File: src/rtl/seg_scan_ctrl.sv
// Time-multiplexed scan controller for a common-anode 7-segment display.
// Data is double-buffered and committed at frame boundaries so frames never tear.
module seg_scan_ctrl #(
  parameter int DIGITS      = 4,
  parameter int DIV         = 50000,
  parameter int BLANK       = 16,
  parameter int LZ_SUPPRESS = 1
) (
  input  logic                        clk,
  input  logic                        rst,
  input  logic                        en,
  input  logic                        load,
  input  logic [4*DIGITS-1:0]         din,
  output logic [3:0]                  num,
  output logic [DIGITS-1:0]           dig_sel,
  output logic [$clog2(DIGITS)-1:0]   scan_idx,
  output logic                        frame_done
);

  localparam int IW = $clog2(DIGITS);
  localparam int CW = $clog2(DIV);
  localparam logic [CW-1:0] CNT_LAST       = CW'(DIV - 1);
  localparam logic [CW-1:0] CNT_BLANK_LAST = CW'(BLANK - 1);
  localparam logic [IW-1:0] IDX_LAST       = IW'(DIGITS - 1);

  typedef enum logic [1:0] {
    S_IDLE,
    S_BLANK,
    S_SHOW
  } state_t;

  state_t                state_q, state_d;
  logic [CW-1:0]         cnt_q, cnt_d;
  logic [IW-1:0]         idx_q, idx_d;
  logic [4*DIGITS-1:0]   shadow_q, shadow_d;
  logic [4*DIGITS-1:0]   display_q, display_d;
  logic                  pending_q, pending_d;
  logic [3:0]            num_q, num_d;
  logic [DIGITS-1:0]     dig_sel_q, dig_sel_d;
  logic                  frame_done_q, frame_done_d;
  logic                  boundary;

  function automatic logic [3:0] nibble(input logic [4*DIGITS-1:0] d,
                                        input logic [IW-1:0] i);
    return d[4*i +: 4];
  endfunction

  // A digit is dark when it and every more significant digit are zero; digit 0 always shows.
  function automatic logic suppressed(input logic [4*DIGITS-1:0] d,
                                      input logic [IW-1:0] i);
    logic all_zero;
    all_zero = 1'b1;
    for (int j = 0; j < DIGITS; j++) begin
      if (j >= int'(i) && d[4*j +: 4] != 4'd0) all_zero = 1'b0;
    end
    return (LZ_SUPPRESS != 0) && (i != '0) && all_zero;
  endfunction

  assign boundary = (state_q == S_SHOW) && (cnt_q == CNT_LAST) && (idx_q == IDX_LAST);

  always_comb begin
    state_d   = state_q;
    cnt_d     = cnt_q;
    idx_d     = idx_q;
    shadow_d  = shadow_q;
    display_d = display_q;
    pending_d = pending_q;

    if (boundary && (pending_q || load)) begin
      display_d = load ? din : shadow_q;
      pending_d = 1'b0;
    end else if (load) begin
      shadow_d  = din;
      pending_d = 1'b1;
    end

    unique case (state_q)
      S_IDLE: begin
        cnt_d = '0;
        idx_d = '0;
        if (en) state_d = S_BLANK;
      end
      S_BLANK: begin
        if (!en) begin
          state_d = S_IDLE;
          cnt_d   = '0;
          idx_d   = '0;
        end else begin
          cnt_d = cnt_q + 1'b1;
          if (cnt_q == CNT_BLANK_LAST) state_d = S_SHOW;
        end
      end
      S_SHOW: begin
        if (!en) begin
          state_d = S_IDLE;
          cnt_d   = '0;
          idx_d   = '0;
        end else if (cnt_q == CNT_LAST) begin
          state_d = S_BLANK;
          cnt_d   = '0;
          idx_d   = (idx_q == IDX_LAST) ? '0 : idx_q + 1'b1;
        end else begin
          cnt_d = cnt_q + 1'b1;
        end
      end
      default: begin
        state_d = S_IDLE;
        cnt_d   = '0;
        idx_d   = '0;
      end
    endcase

    // Outputs are computed from the next state so they land with it in the same cycle.
    num_d     = nibble(display_d, idx_d);
    dig_sel_d = {DIGITS{1'b1}};
    if (state_d == S_SHOW && !suppressed(display_d, idx_d)) begin
      dig_sel_d = ~(DIGITS'(1) << idx_d);
    end
    frame_done_d = (state_d == S_SHOW) && (cnt_d == CNT_LAST) && (idx_d == IDX_LAST);
  end

  always_ff @(posedge clk) begin
    if (rst) begin
      state_q      <= S_IDLE;
      cnt_q        <= '0;
      idx_q        <= '0;
      shadow_q     <= '0;
      display_q    <= '0;
      pending_q    <= 1'b0;
      num_q        <= 4'd0;
      dig_sel_q    <= {DIGITS{1'b1}};
      frame_done_q <= 1'b0;
    end else begin
      state_q      <= state_d;
      cnt_q        <= cnt_d;
      idx_q        <= idx_d;
      shadow_q     <= shadow_d;
      display_q    <= display_d;
      pending_q    <= pending_d;
      num_q        <= num_d;
      dig_sel_q    <= dig_sel_d;
      frame_done_q <= frame_done_d;
    end
  end

  assign num        = num_q;
  assign dig_sel    = dig_sel_q;
  assign scan_idx   = idx_q;
  assign frame_done = frame_done_q;

endmodule

File: config.mk
export PLATFORM = sky130hd
export DESIGN_NAME = seg_scan_ctrl
export DESIGN_NICKNAME = d
export VERILOG_FILES = /design/src/rtl/seg_scan_ctrl.sv
export SDC_FILE = /design/constraint.sdc
export NUM_CORES = 1
export LEC_CHECK = 0
export ABC_AREA = 1
export BUFFER_PORTS_ARGS = -buffer_cell sky130_fd_sc_hd__buf_2
export CORE_UTILIZATION = 36
export CTS_CLUSTER_DIAMETER = 150
export DETAILED_ROUTE_END_ITERATION = 6
export SLEW_MARGIN = 10
export SYNTH_ARGS = -nofsm -noshare
export SYNTH_HDL_FRONTEND = slang
export SYNTH_SLANG_ARGS = --single-unit
File: constraint.sdc
create_clock -name clk -period 1.7 [get_ports clk]
set_clock_uncertainty 0.05 [all_clocks]
set_input_delay 0.17 -clock clk [delete_from_list [all_inputs] [get_ports clk]]
set_output_delay 0.17 -clock clk [all_outputs]
set_load 0.01 [all_outputs]
==> flow_summary.json <==
{
  "reg2reg_depth": 9,
  "arrival_ns": 2.13,
  "num_antenna_cells": 0,
  "failed_checks": "negative setup slack",
  "detail_route.first_pass.iterations": 4,
  "reg2reg_slack_ns": -0.25,
  "holdCritStartpoint": "rst",
  "hold_buffers": 0,
  "initialDrtViolationCount": 110,
  "tightest_slew_ns": 0.629,
  "ant_nets": 0,
  "syn_to_final_growth_pct": 61.3,
  "boundaryPins": 31,
  "grt_pass1_vias": 3434,
  "yosysSeqAreaShare_pct": 38.6,
  "period_needed_ns": 1.95,
  "cp_num_buf_inv": 0,
  "dieWidth_um": 96.5,
  "nets": 616,
  "setup_viol": 36,
  "regArea_mm2": 0.00125,
  "clk-insertion-delay-late_ns": 0.34,
  "synthFlopType": "dfxtp_1",
  "syn-instance-count": 460,
  "dpl_cell_area_mm2": 0.00410,
  "r2r_end": "dig_sel[0]",
  "place_ws_ns": -0.247,
  "wirelength_mm": 9.66,
  "cts_root_buf": "clkbuf_8",
  "synth_cell_types": 33,
  "fin_util_pct": 59.8,
  "cts_tree": "done",
  "worst_path_most_repeated_cell": "nand2_1",
  "fmax_mhz": 512,
  "criticalPathCategory": "flip-flop to flip-flop",
  "die_y_um": 96.5,
  "htree_levels": 3,
  "dieArea_mm2": 0.00931,
  "holdPathStages": 2,
  "grt_pass1_wl_mm": 15.2,
  "synth_nets": 486,
  "slowest_delay_ns": 0.36,
  "drc": 0,
  "drt-wirelength-per-cell_um": 13.7,
  "rsz0062_at_grt": "yes",
  "r2r_start": "cnt_q[0]",
  "setup_ws_ns": -0.253,
  "power_leakage_nw": 2.32,
  "start_kind": "flip-flop",
  "syn_area_per_cell_um2": 6.99,
  "drt-vias-per-instance": 4.88,
  "cts_buffers": 9,
  "timing.final.crit_share_pct": 115,
  "ys_warn_count": 0,
  "drv_slew": 0,
  "grt_usage_pct": 21.3,
  "synth_area_mm2": 0.00322,
  "gp_congestion": 0.862,
  "antenna_found_initial": 0,
  "core_area_mm2": 0.00868,
  "cp-end-kind": "flip-flop",
  "startpoint": "cnt_q[0]",
  "drive_above_1_share_pct": 50.4,
  "status": "finished, violations left",
  "numClockSinks": 62,
  "overflow": 0,
  "slowest_stage": "dfxtp_2",
  "maxCapViolations": 0,
  "core.rowCount": 34,
  "start_util_pct": 37.1,
  "cts_max_path_buffers": 2,
  "async_reset_ff_share_pct": 0,
  "synth_edf_count": 0,
  "worstPathMaxFanout": 4,
  "clkTransAtPathRegs_ns": 0.08,
  "path_delay_family": "simple AND/OR/NAND/NOR gates",
  "hold_viol": 0,
  "maxSlewHeadroom_pct": 57.6,
  "path_cells": "ha_4 > nand3_4 > nor2_4 > nand3b_1 > nand2_1 > nand2_1 > a21boi_4 > nor3b_4 > nand3_1",
  "final_common_cell": "buf_4",
  "port_buffers": 30,
  "stdcell_area_mm2": 0.00519,
  "whs_endpoint": "cnt_q[11]",
  "fin_setup_tns_ns": -3.66,
  "dr_total_vias": 3431,
  "fill_cells": 736,
  "dpl.hpwl_mm": 6.38,
  "hold_class": "input pin to flip-flop",
  "grt_max_degree": 19,
  "layout_common_cells": "buf_4 (82), nand2_1 (64), dfxtp_1 (54), inv_1 (50), nor2_1 (50)",
  "p_per_area_mw_per_mm2": 613,
  "peakVddDrop_uv": 551,
  "multi_input_area_mm2": 0.00230,
  "cp_data_required_time_ns": 1.88,
  "yosys_register_bits": 62,
  "power_mw": 3.18
}
## state kept, by name (all words and copies together), names as in the netlist
signal / cells
state_q: 2
frame_done: 1
dig_sel: 4
cnt_q: 16
pending_q: 1
shadow_q: 16
display_q: 16
scan_idx: 2
num: 4
## kinds of logic (layout without fill, tap and decap cells)
group | count (synthesis) | count (layout) | share of synthesized area [%]
xor+xnor | 8 | 8 | 2.18
simple gates | 235 | 235 | 34.0
flops | 62 | 62 | 38.6
mux | 7 | 7 | 2.18
fa+ha+maj | 6 | 6 | 2.33
compound gates | 69 | 69 | 11.4
buf+inv | 73 | 208 | 9.26
## cells in the mapped netlist (3+ instances only)
cell | count | area share [%]
ha_1 | 6 | 2.3
dfxtp_1 | 62 | 39
buf_2 | 3 | 0.47
inv_1 | 55 | 6.4
nand3_2 | 4 | 1.2
o21ai_0 | 33 | 5.1
nor2_1 | 63 | 7.4
nand2_2 | 4 | 0.78
o21ai_2 | 3 | 0.82
nor3_2 | 3 | 0.93
nor2_2 | 8 | 1.6
nand4_1 | 4 | 0.78
o21ai_1 | 7 | 1.1
mux2i_1 | 7 | 2.2
nand2_1 | 97 | 11
nand2_4 | 4 | 1.4
nor3_1 | 11 | 1.7
a21oi_1 | 23 | 3.6
nand3_1 | 30 | 4.7
xor2_1 | 7 | 1.9
inv_2 | 4 | 0.47
clkbuf_1 | 7 | 0.82
## stage by stage
step | hold WS (ns) | std cells
2_1_floorplan | 0.323 | 460
3_3_place_gp | 0.382 | 667
3_5_place_dp | 0.390 | 667
4_1_cts | 0.0791 | 692
5_1_grt | 0.0903 | 703
6_report | 0.0912 | 703
## worst max-delay path by stage
stage / to / slack, ns / cells past startpoint
global placement: frame_done / -0.20 / 12
finish: dig_sel[0] / -0.25 / 9
global route: num[1] / -0.36 / 14
floorplan: num[0] / 0.005 / 13
detailed placement: dig_sel[2] / -0.25 / 13
CTS: dig_sel[2] / -0.22 / 12
## where the power goes
group / internal, mW / switching [mW] / leakage, nW
clock: 0.829 / 0.622 / 0.109
combinational: 0.0947 / 0.146 / 1.70
sequential: 1.48 / 0.0121 / 0.508
## cell type report
type / instances / area share, %
Clock buffer: 9 / 2.39
Clock inverter: 7 / 1.91
Inverter: 60 / 4.58
Multi-Input combinational cell: 325 / 44.3
Sequential cell: 62 / 24.2
Tap cell: 108 / 2.60
Timing Repair Buffer: 130 / 19.8
Timing Repair inverter: 2 / 0.338
## metal layers
metal  track usage (%)  routed length (um)  vias to the layer above
li1                  -                   -                     1730
met1              24.8                4050                     1592
met2              36.9                4900                       80
met3              4.77                 365                       29
met4              9.80                 346                        0
met5                 0                   0                        -
## repair_timing
item / 4_1_cts / 5_1_grt
cloned: 0 / 3
resized for setup: 71 / 124
buffers inserted: 9 / 8
endpoints found under the setup margin: 38 / 56
pin swaps: 16 / 27
(Power assumes the default switching activity.)
